`config.mk`:
```
export PLATFORM = sky130hd
export DESIGN_NAME = dram_rd_pipe
export DESIGN_NICKNAME = d
export VERILOG_FILES = /design/src/rtl/dram_rd_pipe.sv
export SDC_FILE = /design/constraint.sdc
export NUM_CORES = 1
export LEC_CHECK = 0
export ABC_AREA = 1
export BUFFER_PORTS_ARGS = -buffer_cell sky130_fd_sc_hd__buf_2
export CAP_MARGIN = 5
export CORE_ASPECT_RATIO = 0.9
export CORE_MARGIN = 2
export CORE_UTILIZATION = 40
export CTS_CLUSTER_DIAMETER = 80
export DETAILED_ROUTE_END_ITERATION = 7
export PLACE_DENSITY = 0.61
export REMOVE_ABC_BUFFERS = 1
export SLEW_MARGIN = 10
export SYNTH_ARGS = -nofsm -noshare
export SYNTH_HDL_FRONTEND = slang
export SYNTH_SLANG_ARGS = --single-unit
```
`constraint.sdc`:
```
create_clock -name clk -period 1.3 [get_ports clk]
set_clock_uncertainty 0.05 [all_clocks]
set_input_delay 0 -clock clk [delete_from_list [all_inputs] [get_ports clk]]
set_output_delay 0 -clock clk [all_outputs]
set_load 0.01 [all_outputs]
```
`src/rtl/dram_rd_pipe.sv`:
```
// Fixed-latency read return pipe; readQ only updates when a valid word leaves the pipe.
module dram_rd_pipe #(
  parameter int DATA_W = 32,
  parameter int LAT    = 3
) (
  input  logic              clk,
  input  logic              rst,
  input  logic              i_valid,
  input  logic [DATA_W-1:0] i_data,
  output logic [DATA_W-1:0] o_readQ,
  output logic [1:0]        o_dramValid
);

  // The caller's registered array read is the first latency stage.
  if (LAT <= 1) begin : g_direct
    assign o_readQ     = i_data;
    assign o_dramValid = {2{i_valid}};
  end else begin : g_chain
    localparam int N = LAT - 1;
    logic [N-1:0]      r_v;
    logic [DATA_W-1:0] r_d [N];
    logic [N-1:0]      w_v_src;
    logic [DATA_W-1:0] w_d_src [N];

    for (genvar gi = 0; gi < N; gi++) begin : g_src
      if (gi == 0) begin : g_head
        assign w_v_src[gi] = i_valid;
        assign w_d_src[gi] = i_data;
      end else begin : g_tail
        assign w_v_src[gi] = r_v[gi-1];
        assign w_d_src[gi] = r_d[gi-1];
      end
    end

    always_ff @(posedge clk or negedge rst) begin
      if (!rst) begin
        r_v <= '0;
        for (int k = 0; k < N; k++) r_d[k] <= '0;
      end else begin
        for (int k = 0; k < N; k++) begin
          r_v[k] <= w_v_src[k];
          if (w_v_src[k]) r_d[k] <= w_d_src[k];
        end
      end
    end

    assign o_readQ     = r_d[N-1];
    assign o_dramValid = {2{r_v[N-1]}};
  end

endmodule

```
==> out/results.ini <==
[worst_setup_path]
cp-start-kind = primary input
crit_type = in -> reg
critPathBufInv = 3
arrival_ns = 1.32
crit_slowest_cell = dlygate4sd3_1
crit_fanout = 1
worstPathRequired_ns = 1.48
critPathTopFamily = buffers and inverters
crit_path_end_kind = flop
crit_path_cell_trace = dlygate4sd3_1 > buf_2 > nand2_1 > dlygate4sd3_1 > nand2_1
max_stage_delay_ns = 0.56

[timing]
fmax_ghz = 0.8798
period_share_pct = 87.43
finalWorstPathRequiredPeriod_ns = 1.137
rsz0062_at_grt = no
hold_viol = 0
timing.final.ws_setup_ns = 0.1634
tightest_slew_ns = 0.3473
report.final.slew_viol_count = 0
setup_viol = 0
holdWs_ns = 0.06871
relSlewSlack_pct = 76.84

[power_and_ir_drop]
vdd_drop_max_mv = 0.5198
power_mw = 5.075
pwr_density_cell_nw_per_um2 = 1406
p_leak_nw = 1.984

[run_status]
outcome = complete, no violations

[grt]
met1_usage_pct = 18.63
top_usage_layer = met2
grtUsageTotal_pct = 14.67
grt_max_degree = 67
use_met2_pct = 22.96
antenna_found_initial = 0
grt_pass1_vias = 1904
use_met3_pct = 3.142
grt_first_pass_wirelength_mm = 8.852
grt.overflow.total = 0

[synth]
synth-seq-cells = 66
ys_types = 8
synth-seq-area-share_pct = 57.42
ys_warn_count = 0
avgSynthCellArea_sq_um = 9.339
netlist_area_sq_um = 2877
syn_inst = 308

[placement]
dp.cells = 425
pre_cts_ws_ns = 0.2969
place_area_sq_um = 2957
port_buffers = 68
routabilityCongestion = 0.7159
dpl.hpwl_mm = 3.140

[die]
start_util_pct = 41.08
dieWidth_microns = 93.39
ioPinCount = 69
die_area_sq_um = 7887
fp-row-count = 29
coreArea_sq_um = 7003
die_y_microns = 84.45

[finish]
diodes = 0
postLayoutCellArea_sq_um = 3608
fin_cells = 482
synthToLayoutAreaGrowth_pct = 25.45
fin_nets = 419
drive_above_1_share_pct = 28.28

[clock_tree]
cts.sinks = 66
insertion_delay_ns = 0.33
htree_num_levels = 3
clk_path_buf_depth = 2
cts_root_buffer = clkbuf_8
clkTransAtPathRegs_ns = 0.07
numCtsBuffers = 9
cts_tree = yes

[job]
maxCapViolCount = 0

[route]
vias = 2027
drc_errors = 0
ant_nets = 0
dr.first_iter.drc_count = 119
vias_per_cell = 4.205
firstDrtPassIters = 4
routedWlPerCell_microns = 11.03
wl_mm = 5.316

[min_path]
worst_hold_path_type = in -> reg

cells by family after synthesis:
group	Yosys count	synth area share, %
AND/OR/NAND/NOR	192	26.79
flip-flops	66	57.42
buffers and inverters	50	15.79
worst reg2reg max path, cell delays in order (launching register included):
cell	delay, ns
dfrtp_1	0.46
buf_4	0.29
nand2_1	0.09
nand2_1	0.07
layer usage:
| layer | wire (microns) | up-vias |
|---|---|---|
| met5 | 0 | - |
| met4 | 129 | 0 |
| li1 | - | 1043 |
| met3 | 263 | 12 |
| met1 | 2466 | 927 |
| met2 | 2457 | 45 |
sequential cells by signal, summed over array words and instances, names as in the netlist:
| signal | count |
|---|---|
| o_readQ | 32 |
| g_chain.r_d | 32 |
| g_chain.r_v | 2 |
per-stage QoR:
stage	util [%]	setup TNS (ns)
after global placement	42.22	0
after detailed placement	42.22	0
after global routing	51.53	0
final	51.53	0
after floorplan	-	-2.262
after CTS	51.53	0
cell type report:
cell class | instances | area, sq um
Tap cell | 93 | 116.4
Inverter | 2 | 22.52
Multi-Input combinational cell | 192 | 770.7
Clock inverter | 7 | 117.6
Fill cell | 706 | 3395
Clock buffer | 9 | 123.9
Timing Repair Buffer | 113 | 805.8
Sequential cell | 66 | 1652
power breakdown:
part           total (mW)  switching, mW  internal (mW)  leakage [nW]
clock                2.06          0.784           1.27         0.123
sequential           2.37          0.119           2.25         0.814
combinational       0.643          0.338          0.306          1.05
total                5.07           1.24           3.83          1.98
synth_stat cells, drive strengths merged:
master	number	area, sq um
dfrtp	66	1652
buf	46	404.1
nand2	192	770.7
inv	2	22.52
clkbuf	2	27.53
placed cells by master (no fill, tap or decap):
cell / n
clkinv_4: 2
buf_4: 2
buf_2: 68
nand2_1: 172
clkinv_2: 2
buf_12: 2
clkbuf_8: 9
nand2_2: 20
dlygate4sd3_1: 41
dfrtp_1: 66
inv_8: 2
bufinv_16: 3
final timing paths:
kind | cells after the start | from | end | slack [ns]
worst max-delay path | 5 | i_data[24] | g_chain.r_d[56] | 0.16
max in group asynchronous | 3 | rst | g_chain.r_d[42] | 0.75
worst min register to register | 2 | o_readQ[15] | o_readQ[15] | 0.42
worst min-delay path | 2 | i_valid | g_chain.r_v[0] | 0.07
worst max register to register | 3 | g_chain.r_v[0] | o_readQ[0] | 0.29
min in group asynchronous | 3 | rst | g_chain.r_d[48] | 0.16
repair_timing:
| item | 4_1_cts | 5_1_grt |
|---|---|---|
| hold endpoints to repair | 98 | 0 |
| gates resized for setup | 0 | 0 |
| buffers inserted | 0 | 0 |
| hold buffers | 41 | 0 |
Power figures use the tool's default switching activity.
